## config.mk

```make
export PLATFORM = sky130hd
export DESIGN_NAME = vga_write_arbiter_flat
export DESIGN_NICKNAME = d
export VERILOG_FILES = /design/src/rtl/vga_arb_pkg.sv /design/src/rtl/vga_write_arbiter_if.sv /design/src/rtl/vga_write_arbiter_rr_arbiter.sv /design/src/rtl/vga_write_arbiter.sv /design/src/flat_wrapper.sv
export SDC_FILE = /design/constraint.sdc
export NUM_CORES = 1
export LEC_CHECK = 0
export CORE_ASPECT_RATIO = 1.1
export CORE_MARGIN = 5
export CORE_UTILIZATION = 40
export DETAILED_ROUTE_END_ITERATION = 12
export GPL_TIMING_DRIVEN = 1
export PLACE_DENSITY = 0.77
export SLEW_MARGIN = 30
export SYNTH_ARGS = -nofsm -noshare
export SYNTH_HDL_FRONTEND = slang
export SYNTH_SLANG_ARGS = --single-unit
export TNS_END_PERCENT = 5
```

## constraint.sdc

```tcl
create_clock -name clk48 -period 1.71 [get_ports clk48]
set_clock_uncertainty 0.15 [all_clocks]
set_input_delay 0.171 -clock clk48 [delete_from_list [all_inputs] [get_ports clk48]]
set_output_delay 0.171 -clock clk48 [all_outputs]
set_load 0.02 [all_outputs]
```

## src/rtl/vga_arb_pkg.sv

```systemverilog
// Shared widths, defaults and state encoding for the VGA text-buffer write arbiter.
package vga_arb_pkg;

  localparam int unsigned ADDR_W           = 14;
  localparam int unsigned DATA_W           = 8;
  localparam int unsigned SCREEN_CELLS_DEF = 4800;
  localparam logic [DATA_W-1:0] CLEAR_CHAR_DEF = 8'h20;

  typedef enum logic {
    ARB,
    CLEAR
  } state_e;

endpackage

```

## src/rtl/vga_write_arbiter_if.sv

```systemverilog
// Bundled per-requester write request bus; requester i occupies slice i of each vector.
interface vga_write_arbiter_if
  import vga_arb_pkg::*;
#(
  parameter int unsigned NREQ = 2
) ();

  logic [NREQ-1:0]        req_valid;
  logic [NREQ*ADDR_W-1:0] req_addr;
  logic [NREQ*DATA_W-1:0] req_data;
  logic [NREQ-1:0]        req_ready;

  modport master (
    output req_valid,
    output req_addr,
    output req_data,
    input  req_ready
  );

  modport slave (
    input  req_valid,
    input  req_addr,
    input  req_data,
    output req_ready
  );

endinterface

```

## src/rtl/vga_write_arbiter_rr_arbiter.sv

```systemverilog
// Combinational round-robin picker: first asserted request at or above ptr, wrapping at NREQ.
module rr_arbiter #(
  parameter int unsigned NREQ = 2,
  localparam int unsigned PTR_W = (NREQ > 1) ? $clog2(NREQ) : 1
) (
  input  logic [NREQ-1:0]  req,
  input  logic [PTR_W-1:0] ptr,
  output logic [NREQ-1:0]  grant
);

  logic             found;
  logic [PTR_W:0]   sum;
  logic [PTR_W-1:0] idx;

  always_comb begin
    grant = '0;
    found = 1'b0;
    sum   = '0;
    idx   = '0;
    for (int unsigned k = 0; k < NREQ; k++) begin
      sum = {1'b0, ptr} + (PTR_W + 1)'(k);
      if (sum >= (PTR_W + 1)'(NREQ)) begin
        sum = sum - (PTR_W + 1)'(NREQ);
      end
      idx = sum[PTR_W-1:0];
      if (!found && req[idx]) begin
        grant[idx] = 1'b1;
        found      = 1'b1;
      end
    end
  end

endmodule

```

## src/rtl/vga_write_arbiter.sv

```systemverilog
// Single-port display buffer write arbiter: round-robin requesters plus a full-screen clear sweep.
module vga_write_arbiter
  import vga_arb_pkg::*;
#(
  parameter int unsigned       NREQ         = 2,
  parameter int unsigned       SCREEN_CELLS = SCREEN_CELLS_DEF,
  parameter logic [DATA_W-1:0] CLEAR_CHAR   = CLEAR_CHAR_DEF
) (
  input  logic                clk48,
  input  logic                rst,
  vga_write_arbiter_if.slave  bus,
  input  logic                clear_start,
  output logic                clear_busy,
  output logic                clear_done,
  output logic [ADDR_W-1:0]   vga_waddr,
  output logic [DATA_W-1:0]   vga_wdata,
  output logic                vga_wr_en
);

  localparam int unsigned PTR_W = (NREQ > 1) ? $clog2(NREQ) : 1;

  state_e            state_q, state_d;
  logic [PTR_W-1:0]  ptr_q, ptr_d;
  logic [ADDR_W-1:0] cnt_q, cnt_d;
  logic              wr_en_q, wr_en_d;
  logic [ADDR_W-1:0] waddr_q, waddr_d;
  logic [DATA_W-1:0] wdata_q, wdata_d;
  logic              busy_q, busy_d;
  logic              done_q, done_d;
  logic [NREQ-1:0]   grant;

  rr_arbiter #(
    .NREQ (NREQ)
  ) u_rr (
    .req   (bus.req_valid),
    .ptr   (ptr_q),
    .grant (grant)
  );

  // A same-cycle clear_start pre-empts every requester.
  assign bus.req_ready = (state_q == ARB && !clear_start && !rst) ? grant : '0;

  always_comb begin
    state_d = state_q;
    ptr_d   = ptr_q;
    cnt_d   = cnt_q;
    wr_en_d = 1'b0;
    waddr_d = waddr_q;
    wdata_d = wdata_q;
    busy_d  = 1'b0;
    done_d  = 1'b0;
    unique case (state_q)
      ARB: begin
        if (clear_start) begin
          state_d = CLEAR;
          cnt_d   = '0;
          busy_d  = 1'b1;
        end else begin
          for (int unsigned i = 0; i < NREQ; i++) begin
            if (bus.req_ready[i]) begin
              wr_en_d = 1'b1;
              waddr_d = bus.req_addr[i*ADDR_W +: ADDR_W];
              wdata_d = bus.req_data[i*DATA_W +: DATA_W];
              ptr_d   = (i == NREQ - 1) ? '0 : PTR_W'(i + 1);
            end
          end
        end
      end
      CLEAR: begin
        wr_en_d = 1'b1;
        waddr_d = cnt_q;
        wdata_d = CLEAR_CHAR;
        busy_d  = 1'b1;
        // Busy stays high through the final write; done coincides with it.
        if (cnt_q == ADDR_W'(SCREEN_CELLS - 1)) begin
          state_d = ARB;
          cnt_d   = '0;
          done_d  = 1'b1;
        end else begin
          cnt_d = cnt_q + 1'b1;
        end
      end
      default: state_d = ARB;
    endcase
  end

  always_ff @(posedge clk48) begin
    if (rst) begin
      state_q <= ARB;
      ptr_q   <= '0;
      cnt_q   <= '0;
      wr_en_q <= 1'b0;
      waddr_q <= '0;
      wdata_q <= '0;
      busy_q  <= 1'b0;
      done_q  <= 1'b0;
    end else begin
      state_q <= state_d;
      ptr_q   <= ptr_d;
      cnt_q   <= cnt_d;
      wr_en_q <= wr_en_d;
      waddr_q <= waddr_d;
      wdata_q <= wdata_d;
      busy_q  <= busy_d;
      done_q  <= done_d;
    end
  end

  assign vga_wr_en  = wr_en_q;
  assign vga_waddr  = waddr_q;
  assign vga_wdata  = wdata_q;
  assign clear_busy = busy_q;
  assign clear_done = done_q;

endmodule
```

## src/flat_wrapper.sv

```systemverilog
// flat-port wrapper written by rule: the top's interface ports become plain ports
module vga_write_arbiter_flat import vga_arb_pkg::*;
#(
  parameter int unsigned       NREQ         = 2,
  parameter int unsigned       SCREEN_CELLS = SCREEN_CELLS_DEF,
  parameter logic [DATA_W-1:0] CLEAR_CHAR   = CLEAR_CHAR_DEF
)
  (clk48, rst, clear_start, clear_busy, clear_done, vga_waddr, vga_wdata, vga_wr_en, bus_req_valid, bus_req_addr, bus_req_data, bus_req_ready);
  vga_write_arbiter_if #(.NREQ(NREQ)) bus_i ();
  input  logic clk48;
  input  logic rst;
  input  logic clear_start;
  output logic clear_busy;
  output logic clear_done;
  output logic [ADDR_W-1:0] vga_waddr;
  output logic [DATA_W-1:0] vga_wdata;
  output logic vga_wr_en;
  input wire logic [$bits(bus_i.req_valid)-1:0] bus_req_valid;
  input wire logic [$bits(bus_i.req_addr)-1:0] bus_req_addr;
  input wire logic [$bits(bus_i.req_data)-1:0] bus_req_data;
  output wire logic [$bits(bus_i.req_ready)-1:0] bus_req_ready;
  assign bus_i.req_valid = bus_req_valid;
  assign bus_i.req_addr = bus_req_addr;
  assign bus_i.req_data = bus_req_data;
  assign bus_req_ready = bus_i.req_ready;
  vga_write_arbiter #(.NREQ(NREQ), .SCREEN_CELLS(SCREEN_CELLS), .CLEAR_CHAR(CLEAR_CHAR)) u_core (.clk48(clk48), .rst(rst), .bus(bus_i), .clear_start(clear_start), .clear_busy(clear_busy), .clear_done(clear_done), .vga_waddr(vga_waddr), .vga_wdata(vga_wdata), .vga_wr_en(vga_wr_en));
endmodule
```

==> reports/qor.csv, run 1 <==
stage,metric,value,unit
run_status,outcome,finished clean,
yosys,most common cell in the netlist,dfxtp_1,
critical_path,Required @ worst endpoint,1.78,ns
yosys,Area contributors post-synth,"dfxtp_1, o31ai_2, a21oi_1, a21o_1, nand4_1",
run,Max Cap Violations,0,
cells_and_area,fraction of layout cells with a size suffix above 1,21.55,%
clock_network,H-Tree Depth,2,
route,Avg WL per Cell,15.23,um
die,die width,81.57,um
global_routing,first-pass GRT wire length,10.58,mm
critical_path,R2R setup slack,0.03,ns
global_routing,pin count of the biggest net entering global routing,22,
yosys,asr flop ratio synth,0,%
critical_path,crit path max-delay cell type,dfxtp_4,
yosys,commonest cells in the netlist,"dfxtp_1, a21oi_1, nand2_1, nand4_1, a31oi_1",
clock_network,CTS max path bufs,2,
route,DR pass1 iterations,4,
power,total power,0.002198,W
cells_and_area,Syn-to-layout area delta,53.97,%
die,IO Pins,76,
sta,relative slew slack,76.77,%
global_routing,vias in the first global route,2307,
sta,TNS Setup,0,ns
power,leakage,1.259,nW
yosys,Most used DFF post-synth,dfxtp_1,
critical_path,CP startpoint kind,register,
sta,slew at the pin closest to its max-slew limit,0.3485,ns
clock_network,Worst-Skew Late Latency,0.29,ns
power,Pwr per Cell Area,633.5,nW/um^2
sta,crit path time final,1.677,ns
global_routing,gr usage total,18.48,%
clock_network,root buffer cell,clkbuf_8,
power,Internal,0.001614,W
clock_network,CTS tree,yes,
die,core area,5430,sq um
min_path,hold path start,clear_start,
global_routing,gr ovfl total,0,
critical_path,CP arrival,1.74,ns
sta,RSZ-0062 raised after global routing,yes,
critical_path,CP Capture Type,register,
die,effective utilization at floorplan,41.50,%
sta,period utilization,98.05,%
min_path,Hold EP,u_core.cnt_q[0],
yosys,cell count after synthesis,266,
sta,Slew Limit Fails,0,
min_path,hold path depth,4,
route,DR vias/cell,5.421,
yosys,number of synthesized flops with an enable pin,0,
critical_path,kind of critical path,register to register,
sta,Final Hold Viols,0,
power,sw frac,26.56,%
power,switching power,0.0005838,W
global_routing,initial antenna violation count,0,
die,# rows,28,
route,Detailed Route Iter0 Violations,174,
clock_network,clock transition at the registers of the reported paths,0.08,ns
route,final WL,6.655,mm
route,drt drc,0,
place,Port Buf Inserts,75,
critical_path,worst-path cell chain,ha_4 -> and4_4 -> a41oi_4 -> buf_4 -> nand2b_1 -> a31oi_1,
power,Sequential Power Share,46.0,%
min_path,Hold WC Path Type,input port to register,
sta,max frequency,596.4,MHz
yosys,Mean Syn Cell Area,8.471,sq um
place,gpl congestion,0.7911,
critical_path,worst-path fanout max,6,
route,ANT nets after route,0,
cells_and_area,Filler Cell Count,459,
power,Max IR drop VDD,0.4503,mV
clock_network,number of CTS-inserted buffers,5,
power,combinational share of power,22.4,%
die,Die Height,88.72,um
power,clock power share,31.6,%
critical_path,r2r startpoint,u_core.cnt_q[0],
route,vias,2369,
yosys,sequential-to-total area share from yosys stat,36.42,%
yosys,Mapped Area,2253,sq um
cells_and_area,Antenna diodes,0,
yosys,Yosys top cell by area,dfxtp_1,
clock_network,CTS sink count,41,
yosys,synthesized net count,316,
sta,final setup fails,0,
critical_path,Register-to-Register Path Depth,6,
critical_path,CP max stage delay,0.36,ns
yosys,Yosys reg bits,41,
place,hpwl dp,5.059,mm
yosys,"Distinct cells, synth",45,
yosys,Yosys warnings,0,
critical_path,Critical R2R Capture,u_core.cnt_q[2],
die,total die area,7236,sq um
yosys,Synth top area share,36.42,%
cells_and_area,nets@finish,411,
-- final cells by class --
| type | count | area (sq um) | area share (%) |
|---|---|---|---|
| clock buffer | 7 | 96.34 | 2.777 |
| clock inverter | 1 | 5.005 | 0.1442 |
| inverter | 9 | 33.78 | 0.9737 |
| multi-input combinational | 191 | 1314 | 37.87 |
| sequential | 41 | 828.3 | 23.87 |
| tap | 75 | 93.84 | 2.705 |
| timing repair buffer | 113 | 1099 | 31.66 |
-- stage by stage --
step / instance area (sq um) / utilization, % / hold WS (ns) / cells / setup slack, ns
2_1_floorplan: 2286 / - / 0.1719 / 266 / 0.003387
3_3_place_gp: 3299 / 60.76 / 0.3003 / 426 / -0.3141
3_5_place_dp: 3299 / 60.76 / 0.3083 / 426 / -0.3459
4_1_cts: 3405 / 62.70 / 0.2796 / 434 / -0.004260
5_1_grt: 3470 / 63.89 / 0.1858 / 437 / -0.07344
6_report: 3470 / 63.89 / 0.1646 / 437 / 0.03329
-- what timing repair did --
action,CTS,global route
pin swaps,1,7
resized for setup,11,16
hold buffers,0,0
setup buffers,0,3
endpoints found under the setup margin,26,32
-- registers in the layout, indices dropped and copies added, names as in the netlist --
register / cells
u_core.cnt_q: 14
u_core.vga_wr_en: 1
u_core.clear_done: 1
u_core.state_q: 1
u_core.clear_busy: 1
u_core.ptr_q: 1
u_core.vga_waddr: 14
u_core.vga_wdata: 8
-- routing by layer --
metal  track usage (%)  up-vias  routed length [um]
met5                 0        -                   0
met4             5.069        0                  50
met3             4.379        4                 271
met2             30.67       64                3374
met1             23.90     1105                2959
li1                  -     1196                   -
-- critical path: cells and delay by family, from the launching register on --
kind                     cells  cell delay, ns
flip-flops                   1            0.36
AO/OA/AOI/OAI                2            0.49
buffers and inverters        1            0.19
adder cells (fa/ha/maj)      1            0.16
AND/OR/NAND/NOR              2            0.26
-- cells by family after synthesis --
logic type | count (synthesis) | synth area share [%]
AOI/OAI and AO/OA | 104 | 32.98
adders and majority gates | 1 | 0.5552
xor gates and xnor gates | 2 | 0.7775
and+or+nand+nor | 84 | 21.54
buffers and inverters | 34 | 7.718
DFF | 41 | 36.42
-- layout by cell type (no fill, tap or decap), types with 8 or more instances in the layout --
master,netlist,routed
nand3_1,11,11
dfxtp_1,41,37
buf_4,1,30
inv_1,8,8
a21o_1,15,15
o31ai_2,11,12
nand4_1,18,18
a31oi_1,16,16
a21oi_1,27,26
nand2_1,23,23
clkdlybuf4s50_1,0,71
-- power by group through the flow --
stage,Clock [W],Sequential [W],Combinational (W)
2_1_floorplan,0,0.00107,0.000195
3_3_place_gp,0,0.00103,0.000478
3_5_place_dp,0,0.00103,0.000484
4_1_cts,0.000715,0.00101,0.000486
5_1_grt,0.000759,0.00102,0.000527
6_report,0.000694,0.00101,0.000492
-- how the worst max path moves through the flow --
stage                                from                to  slack (ns)  depth (start not counted)
after floorplan           u_core.cnt_q[0]  u_core.cnt_q[13]       0.003                          7
after global placement        clear_start  bus_req_ready[0]       -0.31                          5
after detailed placement              rst   u_core.cnt_q[5]       -0.35                          7
after CTS                 u_core.cnt_q[0]  u_core.cnt_q[11]      -0.004                          6
after global routing      u_core.cnt_q[0]   u_core.cnt_q[9]       -0.07                          5
final                     u_core.cnt_q[0]   u_core.cnt_q[2]        0.03                          6
(Power assumes the default switching activity.)
==> run 2: changes to the inputs <==
--- a/config.mk
+++ b/config.mk
@@ -10,7 +10,7 @@
 export CORE_UTILIZATION = 40
 export DETAILED_ROUTE_END_ITERATION = 12
 export GPL_TIMING_DRIVEN = 1
-export PLACE_DENSITY = 0.77
+export PLACE_DENSITY = 0.75
 export SLEW_MARGIN = 30
 export SYNTH_ARGS = -nofsm -noshare
 export SYNTH_HDL_FRONTEND = slang
==> constraint.sdc (replaced) <==
create_clock -name clk48 -period 2 [get_ports clk48]
set_clock_uncertainty 0.15 [all_clocks]
set_input_delay 0.2 -clock clk48 [delete_from_list [all_inputs] [get_ports clk48]]
set_output_delay 0.2 -clock clk48 [all_outputs]
set_load 0.02 [all_outputs]
==> run 2 against run 1 <==
Final cell count shrank 3.0%. Power is 19% lower. Flip-flop and latch count is the same. Critical endpoint is now u_core.vga_waddr[6]. Highest routed layer unchanged.
==> reports/qor.csv, run 2 (synthesis gave the netlist of run 1 again) <==
stage,metric,value,unit,change
cells_and_area,fraction of layout cells with a size suffix above 1,13.75,%,-7.8 points
sta,Hold WS,0.3172,ns,+0.1527 ns
die,core area,5430,sq um,unchanged
run,Max Cap Violations,0,,unchanged
place,hpwl dp,4.925,mm,-2.7%
critical_path,CP Capture Type,register,,
sta,period utilization,92.87,%,
die,Die Height,88.72,um,unchanged
global_routing,gr usage total,18.97,%,+0.48 points
route,vias,2322,,-2.0%
sta,Slew Limit Fails,0,,unchanged
critical_path,CP startpoint kind,input port,,
clock_network,root buffer cell,clkbuf_8,,
route,Detailed Route Iter0 Violations,187,,+7.5%
critical_path,Crit. Startpoint,clear_start,,
critical_path,Critical R2R Capture,u_core.cnt_q[13],,
clock_network,CTS tree,yes,,
critical_path,kind of critical path,input port to register,,
sta,max frequency,538.4,MHz,
clock_network,Post-CTS Resized,2,,-9
cells_and_area,Finished Core Util,59.82,%,-4.1 points
place,gpl congestion,0.8287,,+4.8%
clock_network,H-Tree Depth,2,,unchanged
route,DR top layer,met4,,
critical_path,Worst path top cell family by delay,buffers and inverters,,
place,Port Buf Inserts,75,,unchanged
die,effective utilization at floorplan,41.50,%,unchanged
sta,final setup fails,0,,unchanged
global_routing,gr ovfl total,0,,unchanged
power,Pwr per Cell Area,551.2,nW/um^2,-13%
die,# rows,28,,unchanged
die,IO Pins,76,,unchanged
cells_and_area,most frequent cells in the layout,"clkdlybuf4s50_1, dfxtp_1, a21oi_1",,
sta,RSZ-0062 raised after global routing,no,,
critical_path,Critical Path Stages,7,,+1
power,Sequential Power Share,48.3,%,+2.3 points
sta,slew at the pin closest to its max-slew limit,0.5931,ns,+0.2446 ns
sta,crit path time final,1.857,ns,
sta,relative slew slack,60.42,%,-16 points
critical_path,worst-path cell chain,clkdlybuf4s50_1 -> nor3_4 -> buf_4 -> nand2_1 -> buf_12 -> a21o_1 -> a21oi_1,,
power,switching power,0.0004872,W,-17%
critical_path,r2r startpoint,u_core.state_q,,
route,WL met1,2.898,mm,-2.1%
power,sw frac,27.21,%,+0.65 points
global_routing,vias in the first global route,2323,,+0.69%
die,die width,81.57,um,unchanged
clock_network,post-CTS setup buffers,0,,unchanged
power,combinational share of power,22.4,%,about the same
power,clock power share,29.3,%,-2.3 points
critical_path,crit path max-delay cell type,clkdlybuf4s50_1,,
global_routing,initial antenna violation count,0,,unchanged
min_path,Hold WC Path Type,register to register,,
power,leakage,1.156,nW,-8.2%
sta,Final Hold Viols,0,,unchanged
cells_and_area,Antenna diodes,0,,unchanged
global_routing,first-pass GRT wire length,10.84,mm,+2.4%
route,DR WL met2,3.248,mm,-3.7%
route,ANT nets after route,0,,unchanged
clock_network,CTS max path bufs,2,,unchanged
clock_network,number of CTS-inserted buffers,5,,unchanged
run_status,outcome,finished clean,,
critical_path,R2R setup slack,0.17,ns,+0.14 ns
critical_path,CP Buf/Inv Count,3,,+2
cells_and_area,Syn-to-layout area delta,44.14,%,
clock_network,Hold Buf Count CTS,0,,unchanged
critical_path,Setup crit end,u_core.vga_waddr[6],,
route,DR pass1 iterations,4,,unchanged
critical_path,worst-path fanout max,25,,+19
route,final WL,6.533,mm,-1.8%
critical_path,Register-to-Register Path Depth,6,,unchanged
critical_path,CP arrival,1.92,ns,+0.18 ns
power,Internal,0.001303,W,-19%
critical_path,Required @ worst endpoint,2.07,ns,+0.29 ns
cells_and_area,"most common cell after layout, fill and taps aside",clkdlybuf4s50_1,,
route,DR vias/cell,5.476,,+1.0%
power,Max IR drop VDD,0.4010,mV,-11%
cells_and_area,nets@finish,398,,-3.2%
global_routing,pin count of the biggest net entering global routing,28,,+27%
route,Avg WL per Cell,15.41,um,+1.2%
route,drt drc,0,,unchanged
route,met3 routed WL,280,um,+3.3%
clock_network,Worst-Skew Late Latency,0.29,ns,about the same
clock_network,CTS sink count,41,,unchanged
clock_network,clock transition at the registers of the reported paths,0.08,ns,about the same
critical_path,CP max stage delay,0.48,ns,+0.12 ns
die,total die area,7236,sq um,unchanged
run 2: changes by cell type in the layout (fill, tap and decap cells not counted), moves of 3 or more:
cell / previous run / this run
buf_6: 4 / 0
dfxtp_1: 37 / 41
o21ai_0: 5 / 8
clkbuf_1: 0 / 3
dfxtp_2: 3 / 0
buf_4: 30 / 23
run 2: per-stage QoR:
stage / cells / total power (W) / worst slack, ns / instance area (sq um) / setup TNS (ns)
floorplan: 266 / 0.001075 / 0.1927 / 2253 / 0
global placement: 416 / 0.001282 / -0.1005 / 3171 / -1.281
detailed placement: 416 / 0.001285 / -0.1316 / 3171 / -2.086
CTS: 424 / 0.001806 / 0.1542 / 3248 / 0
global route: 424 / 0.001880 / 0.03855 / 3248 / 0
finish: 424 / 0.001790 / 0.1427 / 3248 / 0
run 2: cell type report:
cell class	count	area (sq um)
fillers	471	2182
multi-input cells	191	1259
repair buffers	100	960.9
flip-flops and latches	41	820.8
well taps	75	93.84
clock buffers	8	80.08
inverters	9	33.78
run 2: worst min path at each step:
stage                        start                    to  slack, ns  depth (start not counted)
3_3_place_gp   u_core.vga_wdata[3]   u_core.vga_wdata[3]       0.31                          2
3_5_place_dp   u_core.vga_wdata[0]   u_core.vga_wdata[0]       0.31                          2
4_1_cts            bus_req_addr[7]   u_core.vga_waddr[7]       0.31                          3
2_1_floorplan     bus_req_addr[25]  u_core.vga_waddr[11]       0.20                          2
5_1_grt            bus_req_addr[3]   u_core.vga_waddr[3]       0.33                          3
6_report       u_core.vga_wdata[0]   u_core.vga_wdata[0]       0.32                          2
run 2: power by group through the flow:
| stage | logic [W] | registers [W] | clock network (W) |
|---|---|---|---|
| 4_1_cts | 0.000402 | 0.000865 | 0.000539 |
| 3_5_place_dp | 0.000401 | 0.000884 | 0 |
| 3_3_place_gp | 0.000398 | 0.000884 | 0 |
| 5_1_grt | 0.000432 | 0.000869 | 0.000578 |
| 6_report | 0.000401 | 0.000865 | 0.000525 |
| 2_1_floorplan | 0.000165 | 0.000910 | 0 |
run 2: tightest hold or removal path, delay by kind of cell (launching register included):
family,cells,cell delay [ns]
flip-flops,1,0.31
AO/OA/AOI/OAI,1,0.05
AND/OR/NAND/NOR,1,0.06
run 2: per-layer routing:
layer	global-route usage [%]	vias up
li1	-	1171
met5	0	-
met4	6.605	0
met1	24.50	1087
met3	3.157	7
met2	31.78	57
